File: config.mk
export PLATFORM = sky130hd
export DESIGN_NAME = branch_resolver_bht
export DESIGN_NICKNAME = d
export VERILOG_FILES = /design/src/rtl/branch_resolver_bht.sv
export SDC_FILE = /design/constraint.sdc
export NUM_CORES = 1
export LEC_CHECK = 0
export ABC_AREA = 1
export BUFFER_PORTS_ARGS = -buffer_cell sky130_fd_sc_hd__buf_2
export CAP_MARGIN = 20
export CORE_MARGIN = 3
export CORE_UTILIZATION = 55
export DETAILED_ROUTE_END_ITERATION = 10
export PLACE_DENSITY = 0.8
export SYNTH_ARGS = -nofsm -noshare
export SYNTH_HDL_FRONTEND = slang
export SYNTH_SLANG_ARGS = --single-unit
File: constraint.sdc
create_clock -name clk -period 2.3 [get_ports clk]
set_input_delay 0.46 -clock clk [delete_from_list [all_inputs] [get_ports clk]]
set_output_delay 0.46 -clock clk [all_outputs]
set_load 0.03 [all_outputs]
File: src/rtl/branch_resolver_bht.sv
// PC-source resolver with an indexed table of saturating counters trained at EX2.
// Optional macro BR_GSHARE_EN XORs a non-speculative global history register into the index.
module branch_resolver_bht #(
  parameter int PC_W  = 32,
  parameter int IDX_W = 6,
  parameter int CNT_W = 2
) (
  input  logic             clk,
  input  logic             rst,
  input  logic [11:0]      ID_opcode,
  input  logic [11:0]      EX1_opcode,
  input  logic [11:0]      EX2_opcode,
  input  logic [PC_W-1:0]  ID_PC,
  input  logic             EX2_taken,
  input  logic             stall,
  output logic [2:0]       PC_src,
  output logic             predicted,
  output logic             predicted_to_EX,
  output logic             Wrong_prediction
);

  localparam logic [11:0] OP_BEQ  = 12'h001;
  localparam logic [11:0] OP_BNE  = 12'h002;
  localparam logic [11:0] OP_BLT  = 12'h003;
  localparam logic [11:0] OP_BGE  = 12'h004;
  localparam logic [11:0] OP_BLTU = 12'h005;
  localparam logic [11:0] OP_BGEU = 12'h006;
  localparam logic [11:0] OP_J    = 12'h007;
  localparam logic [11:0] OP_JAL  = 12'h008;
  localparam logic [11:0] OP_JR   = 12'h009;
  localparam logic [11:0] OP_HLT  = 12'h00A;

  localparam int              ENTRIES     = 1 << IDX_W;
  localparam logic [CNT_W-1:0] CNT_WEAK_NT = CNT_W'((1 << (CNT_W - 1)) - 1);

  function automatic logic is_cond(input logic [11:0] op);
    return (op == OP_BEQ) || (op == OP_BNE) || (op == OP_BLT) ||
           (op == OP_BGE) || (op == OP_BLTU) || (op == OP_BGEU);
  endfunction

  function automatic logic [CNT_W-1:0] sat_inc(input logic [CNT_W-1:0] c);
    return (&c) ? c : c + CNT_W'(1);
  endfunction

  function automatic logic [CNT_W-1:0] sat_dec(input logic [CNT_W-1:0] c);
    return (|c) ? c - CNT_W'(1) : c;
  endfunction

  logic [CNT_W-1:0] tbl_q [ENTRIES];

  logic             ex1_vld_q, ex1_pred_q, ex2_vld_q, ex2_pred_q;
  logic [IDX_W-1:0] ex1_idx_q, ex2_idx_q;
  logic             ex1_vld_d, ex2_vld_d;
  logic [CNT_W-1:0] cnt_upd_d;

  logic [IDX_W-1:0] id_idx;
  logic             id_vld, id_pred_raw, upd_en;

`ifdef BR_GSHARE_EN
  logic [IDX_W-1:0] ghr_q;
  assign id_idx = ID_PC[IDX_W-1:0] ^ ghr_q;
`else
  assign id_idx = ID_PC[IDX_W-1:0];
`endif

  // ID stage: table lookup (pre-update value, no bypass from the EX2 write)
  assign id_vld      = is_cond(ID_opcode);
  assign id_pred_raw = tbl_q[id_idx][CNT_W-1];

  assign Wrong_prediction = ex2_vld_q & is_cond(EX2_opcode) & (EX2_taken != ex2_pred_q);
  assign predicted        = id_vld & id_pred_raw & ~Wrong_prediction;
  assign predicted_to_EX  = ex1_vld_q & ex1_pred_q;
  assign upd_en           = ~stall & ex2_vld_q & is_cond(EX2_opcode);

  always_comb begin
    ex1_vld_d = id_vld & ~Wrong_prediction;
    ex2_vld_d = ex1_vld_q & ~Wrong_prediction;
    cnt_upd_d = EX2_taken ? sat_inc(tbl_q[ex2_idx_q]) : sat_dec(tbl_q[ex2_idx_q]);
  end

  always_comb begin
    PC_src = 3'b000;
    if (Wrong_prediction)                                   PC_src = 3'b100;
    else if (ID_opcode == OP_HLT)                           PC_src = 3'b010;
    else if (EX1_opcode == OP_JR)                           PC_src = 3'b011;
    else if (predicted || ID_opcode == OP_J || ID_opcode == OP_JAL) PC_src = 3'b001;
  end

  // ID -> EX1 -> EX2 tracking control and EX2 training
  always_ff @(posedge clk) begin
    if (rst) begin
      ex1_vld_q  <= 1'b0;
      ex1_pred_q <= 1'b0;
      ex2_vld_q  <= 1'b0;
      ex2_pred_q <= 1'b0;
      for (int i = 0; i < ENTRIES; i++) tbl_q[i] <= CNT_WEAK_NT;
    end else if (!stall) begin
      ex1_vld_q  <= ex1_vld_d;
      ex1_pred_q <= id_pred_raw;
      ex2_vld_q  <= ex2_vld_d;
      ex2_pred_q <= ex1_pred_q;
      if (upd_en) tbl_q[ex2_idx_q] <= cnt_upd_d;
    end
  end

  // Index payload carries no reset; it is only consumed when its valid bit is set
  always_ff @(posedge clk) begin
    if (!stall) begin
      ex1_idx_q <= id_idx;
      ex2_idx_q <= ex1_idx_q;
    end
  end

`ifdef BR_GSHARE_EN
  always_ff @(posedge clk) begin
    if (rst)         ghr_q <= '0;
    else if (upd_en) ghr_q <= {ghr_q[IDX_W-2:0], EX2_taken};
  end
`endif

endmodule

Yosys cells after proc, flatten, opt, wreduce, memory -nomap -nowiden
Memories as Yosys holds them, arrays and structs flattened. A register that Yosys moved wholly into a read port is not among the register bits.
Index checks and enable logic that the tools add are counted.
- flip-flop bits (word level): 16
- bits in writable memories: 128
- input port bits: 72
- output and inout bits: 6
- logic and storage cells: 69
- memories: 1
- add/sub/neg operators: 2
- eq/ne operators: 17
- multiplexer cells: 17
- bitwise logic cells: 11
- reduce and logical (&&, ||, !) cells: 15
- memories (name ; words ; width ; rd ports ; clocked after memory_dff ; write ports ; line ; source):
    tbl_q ; 64 ; 2 ; 2 ; 1 ; 64 ; 49 ; logic [CNT_W-1:0] tbl_q [ENTRIES];
- operators with widths (cell ; count):
    $eq A12 B3 Y1 const B ; 7
    $eq A12 B2 Y1 const B ; 4
    $eq A12 B4 Y1 const B ; 3
    $eq A12 B1 Y1 const B ; 2
    $logic_or A1 B1 Y1 ; 12
    $mux W2 ; 6
    $mux W6 ; 2
    $and A1 B1 Y1 ; 9
    $mux W1 ; 8
    $reduce_or A2 Y1 ; 2
    $mux W3 ; 1
    $add A2 B1 Y2 const B ; 1
    $not A1 Y1 ; 2
    $reduce_and A2 Y1 ; 1
    $sub A2 B1 Y2 const B ; 1
    $ne A1 B1 Y1 ; 1

Depth between registers and ports, before layout
Gate-level depths: netlist of run 1.
- word-level depth: 16
- gate-level depth with buffers: 15
- depth with buffers taken out: 13

Least setup slack after synthesis of run 1
OpenSTA, ideal clock, no wires.
- kind: input-to-output
- start point: input ID_PC[1]
- end point: output PC_src[0]
- data arrival time: 2005 ps
- data required time: 1840 ps
- path slack: -165 ps
- stages on the path: 10
- path buffers: 2
- cell sequence: clkbuf_1 inv_1 clkbuf_1 nand3_1 nand3_1 nand3_1 nand3_1 nand3b_1 nand3b_1 a21oi_1
- longest elaborated chain between the ends: 9
- ends and longest elaborated chain (item ; line ; source):
    start: declaration ; 13 ; input logic [PC_W-1:0] ID_PC,
    $mem_v2 Z64 W2 ; n/a ;
    $and A1 B1 Y1 (2 in series) ; 71 ; assign predicted = id_vld & id_pred_raw & ~Wrong_prediction;
    $logic_or A1 B1 Y1 (2 in series) ; 86 ; else if (predicted || ID_opcode == OP_J || ID_opcode == OP_JAL) PC_src = 3'b001;
    $mux W1 ; 86 ;
    $mux W2 ; 85 ; else if (EX1_opcode == OP_JR) PC_src = 3'b011;
    $mux W2 ; 84 ; else if (ID_opcode == OP_HLT) PC_src = 3'b010;
    $mux W3 ; 83 ; if (Wrong_prediction) PC_src = 3'b100;
    end: declaration ; 16 ; output logic [2:0] PC_src,
No other way between the ends.

Final worst setup path of run 1
- start point: input ID_PC[0]
- end point: output PC_src[0]
Same word-level chain as after synthesis.

==> impl_results.md, run 1 <==
* Endpoints failing hold at 0
* Avg WL per Cell at 19.7 um
* Clock slew at reported path FFs at 0.06 ns
* Register area at 4410 um^2
* Failing checks: design-rule violations, negative setup slack
* Share of the synthesized area in the top cell type at 0.496
* Worst Setup Start Kind: input pin
* Area Growth Syn to Fin at 21.6%
* DIE WIDTH at 130 um
* CP Class: input pin to primary output
* Setup Skew at 0.00728 ns
* Max incr delay on CP at 0.18 ns
* Complex-gate fraction of the synthesized area at 0.00914
* Cts bufs inserted at 17
* Cell Chain, Critical Path: buf_12, inv_12, buf_8, nand2_1, nand3_2, nand3_2, nand3_2, nand3_2, nand3b_1, nand3b_1, a21oi_4, buf_6
* Most Frequent Cell on Critical Path: nand3_2
* Synth Area in XOR/XNOR at 0.00103
* Synthesized net count at 1,124
* Via count at 8,094
* CTS tree: done
* Worst path required time at 1.84 ns
* Vias in the first global route at 7,614
* Cell Count, Final, Fillers Out at 1,317
* Worst setup EP type: primary output
* Num ports at 78
* Warnings from Yosys at 0
* Seq/Total Area, Yosys at 0.519
* Maxcap violations at 0
* Global-route wire length before repair at 38,000 um
* Avg Synthesized Cell Area at 8.07 um^2
* Slew Limit Fails at 0
* Mapped Cells at 1,052
* Detailed Routing Iterations Pass 1 at 11
* Sink Count at 150
* Post-route minimum period at 2.37 ns
* Slowest-stage cell, CP: nand3b_1
* Root buffer cell: clkbuf_16
* Leak pwr at 3.98 nW
* Worst Hold Class: input pin to flop
* Hold Slack at 0.262 ns
* Rows at 44
* Simple-Gate Fraction of Synth Area at 0.382
* Total global-route track usage at 0.297
* Actual slew at the worst max-slew pin at 0.464 ns
* Seq cells post-synth at 150
* Vias per inst at 6.15
* Maximum VDD drop at 0.000565 V
* Largest area contributor in the netlist: edfxtp_1
* Core Util, Final at 0.696
* Multi-input gate area at 3490 um^2
* Core Region at 14,800 um^2
* Antenna violations before repair at 0
* Fraction of layout cells with a size suffix above 1 at 0.207
* CP top delay family: simple AND/OR/NAND/NOR gates
* DRT antenna net count at 0
* Cells after DPL at 1,272
* Total Routed Length at 26,000 um
* Clock Latency Late Sink at 0.43 ns
* Largest net degree at the start of global routing at 50
* Fillers at 1,025
* Post-Syn Area at 8480 um^2
* Initial DRC count at 1,167
* Mux share of post-synthesis cell area at 0
* Crit Path Max Fanout at 8
* RSZ-0062 raised after global routing: yes
* Final net count at 1,193
* Placer Congestion at 0.876
* Status: finished with violations
* IO Port Bufs at 51
* Synth Area in Adders at 0
* Remaining Overflow, GRT at 0
* H-tree depth at 4
* Slew margin rel. at 0.691
* Final setup fails at 19
* Pwr/cell area at 734 nW/um^2
* Die area at 17,000 um^2
* Top cells by area, synth: edfxtp_1 50%, nand3_1 15%, nand2_1 14%
* Largest family of logic cells by synthesized area: simple AND/OR/NAND/NOR gates
* DP HPWL at 14,800 um
* Final worst-path cycle share at 1.03
* Chip height at 130 um
* CP arrival at 1.91 ns
* Setup ws final at -0.0748 ns
* ANT cells at 0
* Initial Util at 0.573
* CP bufs+invs at 4
* Fmax at 421 MHz
* Unique masters post-synth at 28
* Clock Path Buffers at 2
* DRC violations left at 3
per-stage QoR:
step	power, mW	instance area, um^2	worst slack (ns)	TNS [ns]
6_report	7.57	10300	-0.0748	-0.286
5_1_grt	7.74	10300	-0.157	-2.97
2_1_floorplan	3.95	8500	0.0356	0
4_1_cts	7.32	10100	-0.0212	-0.0212
3_3_place_gp	4.33	9190	-0.205	-15.16
3_5_place_dp	4.35	9190	-0.268	-25.55
final cells by class:
class,instances,share of cell area
Sequential cell,150,0.427
Multi-Input combinational cell,736,0.338
Timing Repair Buffer,113,0.113
Clock buffer,19,0.0420
Inverter,103,0.0389
Tap cell,184,0.0223
Clock inverter,12,0.0178
routing by layer:
layer	track usage	wire length, um	vias up
met4	0.149	1470	0
met3	0.0667	3400	163
met2	0.492	12100	669
li1	-	-	3603
met1	0.367	8960	3659
met5	0	0	-
cell usage after synthesis (all sizes together):
library cell and number:
clkbuf 18, clkinv 1, nand2 313, buf 45, nor3 8, o21ai 10, inv 102, nor4 7
or3 1, nand3 247, a21oi 4, o31ai 1, nand3b 3, edfxtp 140, nand4 2, dfxtp 10
xor2 1, and2 1, nor2 138
where the power goes:
group          internal [mW]  switching, mW  total [mW]  leakage (nW)
combinational          0.517          0.967        1.48          2.38
sequential              3.05         0.0610        3.11          1.30
clock                   1.90           1.08        2.98         0.301
total                   5.47           2.11        7.57          3.98
cells in the final DEF (no fill, tap or decap), types with 2 or more instances in the layout:
| cell type | Yosys | layout |
|---|---|---|
| a21oi_1 | 4 | 3 |
| buf_12 | 0 | 18 |
| buf_16 | 0 | 4 |
| buf_2 | 27 | 48 |
| buf_4 | 6 | 31 |
| buf_6 | 10 | 4 |
| buf_8 | 0 | 2 |
| bufinv_16 | 0 | 5 |
| clkbuf_1 | 18 | 2 |
| clkbuf_16 | 0 | 23 |
| clkinv_1 | 1 | 5 |
| clkinv_2 | 0 | 2 |
| dfxtp_1 | 10 | 9 |
| edfxtp_1 | 140 | 140 |
| inv_1 | 100 | 98 |
| inv_2 | 2 | 2 |
| nand2_1 | 310 | 307 |
| nand2_2 | 2 | 4 |
| nand3_1 | 247 | 224 |
| nand3_2 | 0 | 23 |
| nand3b_1 | 2 | 2 |
| nand4_1 | 2 | 2 |
| nor2_1 | 79 | 79 |
| nor2_2 | 59 | 59 |
| nor3_1 | 8 | 8 |
| nor4_1 | 6 | 5 |
| o21ai_0 | 10 | 10 |
state kept, by name (all words and copies together), names as in the netlist, named ones only:
register and cells:
tbl_q 128, ex2_vld_q 1, ex1_pred_q 1, ex2_idx_q 6, ex1_vld_q 1, ex2_pred_q 1, ex1_idx_q 6
final timing paths:
kind                                   start           end  slack (ns)  cells after the start
worst max-delay path                ID_PC[0]     PC_src[0]       -0.07                     12
worst min-delay path                     rst     ex2_vld_q        0.26                      2
worst max register to register          flop  tbl_q[28][1]       -0.03                     15
worst min register to register  ex1_idx_q[4]  ex2_idx_q[4]        0.45                      0
kinds of logic after synthesis:
family	after synthesis
and+or+nand+nor	720
buffers and inverters	166
DFF	150
AOI/OAI and AO/OA	15
xor gates and xnor gates	1
timing repair:
| action | in CTS | in global routing |
|---|---|---|
| setup buffers | 1 | 3 |
| hold buffers | 0 | 0 |
| resized for setup | 36 | 19 |
| setup endpoints to repair | 2 | 128 |
| pin swaps | 18 | 12 |
| gates cloned | 4 | 6 |
Note: power is estimated with default switching activity, not from simulation.
==> run 2, diff against run 1 <==
CORE_UTILIZATION = 50   (was 55)
HOLD_SLACK_MARGIN = 0.12   (was not set)
PLACE_DENSITY = 0.74   (was 0.8)
==> run 2 against run 1 <==
  * The run ends with negative setup slack left
  * Total power rose by 0.75%
  * Sequential power hardly changed
  * Highest routed layer unchanged
  * Clock-buffer cell count increased by 1
==> impl_results.md, run 2 (synthesized netlist as in run 1, its figures left out) <==
* Maximum VDD drop at 0.000816 V (was 0.000565 V)
* Pre-CTS setup slack at -0.206 ns (was -0.268 ns)
* H-tree depth at 4 (unchanged)
* Setup Skew at 0.0122 ns (was 0.00728 ns)
* Maxcap violations at 0 (unchanged)
* CP arrival at 1.93 ns (was 1.91 ns)
* Initial Util at 0.523 (was 0.573)
* Cell Chain, Critical Path: nand2_1, nand3_1, nand3_1, nand3_2, nand3_2, nand3_4, nand3b_1, inv_1, buf_6 (was buf_12, inv_12, buf_8, nand2_1, nand3_2, nand3_2, nand3_2, nand3_2, nand3b_1, nand3b_1, a21oi_4, buf_6)
* Pwr/cell area at 731 nW/um^2 (was 734 nW/um^2)
* Slew margin rel. at 0.672 (was 0.691)
* Avg WL per Cell at 18.4 um (was 19.7 um)
* Most flop-heavy register: tbl_q (unchanged)
* Vias per inst at 5.77 (was 6.15)
* Actual slew at the worst max-slew pin at 0.488 ns (was 0.464 ns)
* Max incr delay on CP at 0.43 ns (was 0.18 ns)
* RSZ-0062 raised after global routing: yes (unchanged)
* Clock Path Buffers at 2 (unchanged)
* Status: finished with violations (unchanged)
* Hold path cells at 2 (unchanged)
* Area Growth Syn to Fin at 23.0% (was 21.6%)
* Remaining Overflow, GRT at 0 (unchanged)
* Sink Count at 150 (unchanged)
* Max reg flops at 128 (unchanged)
* Largest net degree at the start of global routing at 68 (was 50)
* Cts bufs inserted at 17 (unchanged)
* Worst Hold Class: input pin to flop (unchanged)
* CTS tree: done (unchanged)
* Failing checks: negative setup slack (was design-rule violations, negative setup slack)
* Worst path required time at 1.84 ns (about the same)
* ANT cells at 0 (unchanged)
* Leak pwr at 4.03 nW (was 3.98 nW)
* Total global-route track usage at 0.272 (was 0.297)
* Slew Limit Fails at 0 (unchanged)
* IO Port Bufs at 51 (unchanged)
* Total Routed Length at 25,100 um (was 26,000 um)
* Num ports at 78 (unchanged)
* Root buffer cell: clkbuf_16 (unchanged)
* CP Class: flop to primary output (was input pin to primary output)
* Antenna violations before repair at 0 (unchanged)
* Via count at 7,858 (was 8,094)
* Placer Congestion at 0.888 (was 0.876)
* Core Util, Final at 0.643 (was 0.696)
* Clock Latency Late Sink at 0.45 ns (was 0.43 ns)
* DIE WIDTH at 136 um (was 130 um)
* Fmax at 419 MHz (was 421 MHz)
* DP HPWL at 15,100 um (was 14,800 um)
* R2R cell count at 17 (was 15)
* Detailed Routing Iterations Pass 1 at 6 (was 11)
* Rows at 46 (was 44)
* Fraction of layout cells with a size suffix above 1 at 0.227 (was 0.207)
* Initial DRC count at 928 (was 1,167)
* Crit Path Max Fanout at 2 (was 8)
* Largest regs: tbl_q: 128 flops, ex1_idx_q: 6 flops, ex2_idx_q: 6 flops (unchanged)
* HP Start: rst (unchanged)
* DRC violations left at 0 (was 3)
* Hold path endpoint: ex2_vld_q (unchanged)
* FF-to-FF End: ex1_pred_q (was tbl_q[28][1])
* Worst setup EP type: primary output (unchanged)
* Setup ws final at -0.0858 ns (was -0.0748 ns)
* Clock slew at reported path FFs at 0.06 ns (about the same)
* Reg2Reg Setup Slack at -0.03 ns (about the same)
* RR Startpoint: tbl_q[20][1]
* Final net count at 1,206 (was 1,193)
* Post-route minimum period at 2.39 ns (was 2.37 ns)
* Final setup fails at 3 (was 19)
* Endpoints failing hold at 0 (unchanged)
* Vias in the first global route at 7,289 (was 7,614)
* Worst Setup Start Kind: flop (was input pin)
* Core Region at 16,200 um^2 (was 14,800 um^2)
* Setup TNS at -0.195 ns (was -0.286 ns)
* Most frequent cells in the layout: 307 x nand2_1, 217 x nand3_1, 140 x edfxtp_1 (was 307 x nand2_1, 224 x nand3_1, 140 x edfxtp_1)
* Die area at 18,600 um^2 (was 17,000 um^2)
* Global-route wire length before repair at 37,900 um (was 38,000 um)
* Final worst-path cycle share at 1.04 (was 1.03)
* Most frequent standard cell in the layout excluding fill and tap cells: nand2_1 (unchanged)
* Slowest-stage cell, CP: edfxtp_1 (was nand3b_1)
* DRT antenna net count at 0 (unchanged)
* Chip height at 136 um (was 130 um)
run 2: stage by stage:
stage	cells	hold slack (ns)	power (mW)	instance area (um^2)
floorplan	1052	0.427	3.95	8500
global placement	1303	0.431	4.35	9210
detailed placement	1303	0.436	4.36	9210
CTS	1349	0.244	7.46	10100
global route	1363	0.256	7.87	10400
finish	1363	0.245	7.63	10400
run 2: how the worst max path moves through the flow:
| stage | from | to | slack (ns) | cells after the start |
|---|---|---|---|---|
| finish | tbl_q[42][1] | predicted | -0.09 | 9 |
| global route | tbl_q[40][1] | predicted | -0.17 | 9 |
| CTS | tbl_q[28][1] | PC_src[0] | -0.08 | 9 |
| detailed placement | ID_PC[0] | PC_src[0] | -0.21 | 12 |
| global placement | EX2_opcode[7] | tbl_q[32][0] | -0.21 | 10 |
| floorplan | ID_PC[1] | PC_src[0] | 0.04 | 10 |
run 2: area by class of cell:
type                            instances  area, um^2
Clock inverter                         12         201
Inverter                              103         399
Timing Repair Buffer                  126        1180
Fill cell                            1325        5790
Tap cell                              216         270
Sequential cell                       150        4410
Multi-Input combinational cell        736        3540
Clock buffer                           20         437
run 2: worst max-delay path: cells and delay by family (launching register included):
kind / cells / cell delay, ns
and+or+nand+nor: 7 / 0.83
DFF: 1 / 0.43
buffers and inverters: 2 / 0.22
run 2: timing repair:
| action | CTS | global route |
|---|---|---|
| endpoints found under the setup margin | 2 | 130 |
| hold buffers | 0 | 0 |
| cloned | 4 | 3 |
| setup buffers | 10 | 12 |
| pin swaps | 8 | 33 |
| gates resized for setup | 25 | 36 |
run 2: report_power, final:
part           total (mW)  internal (mW)  switching (mW)  leakage, nW
Clock                3.07           1.93            1.14        0.305
Sequential           3.11           3.05          0.0592         1.30
Combinational        1.45          0.516           0.938         2.42
Total                7.63           5.49            2.14         4.03
run 2: metal layers:
metal | vias up | track usage | part of all wire
met5 | - | 0 | 0
met4 | 0 | 0.145 | 0.043
met3 | 97 | 0.0607 | 0.11
met2 | 514 | 0.424 | 0.47
met1 | 3621 | 0.355 | 0.37
li1 | 3626 | - | -
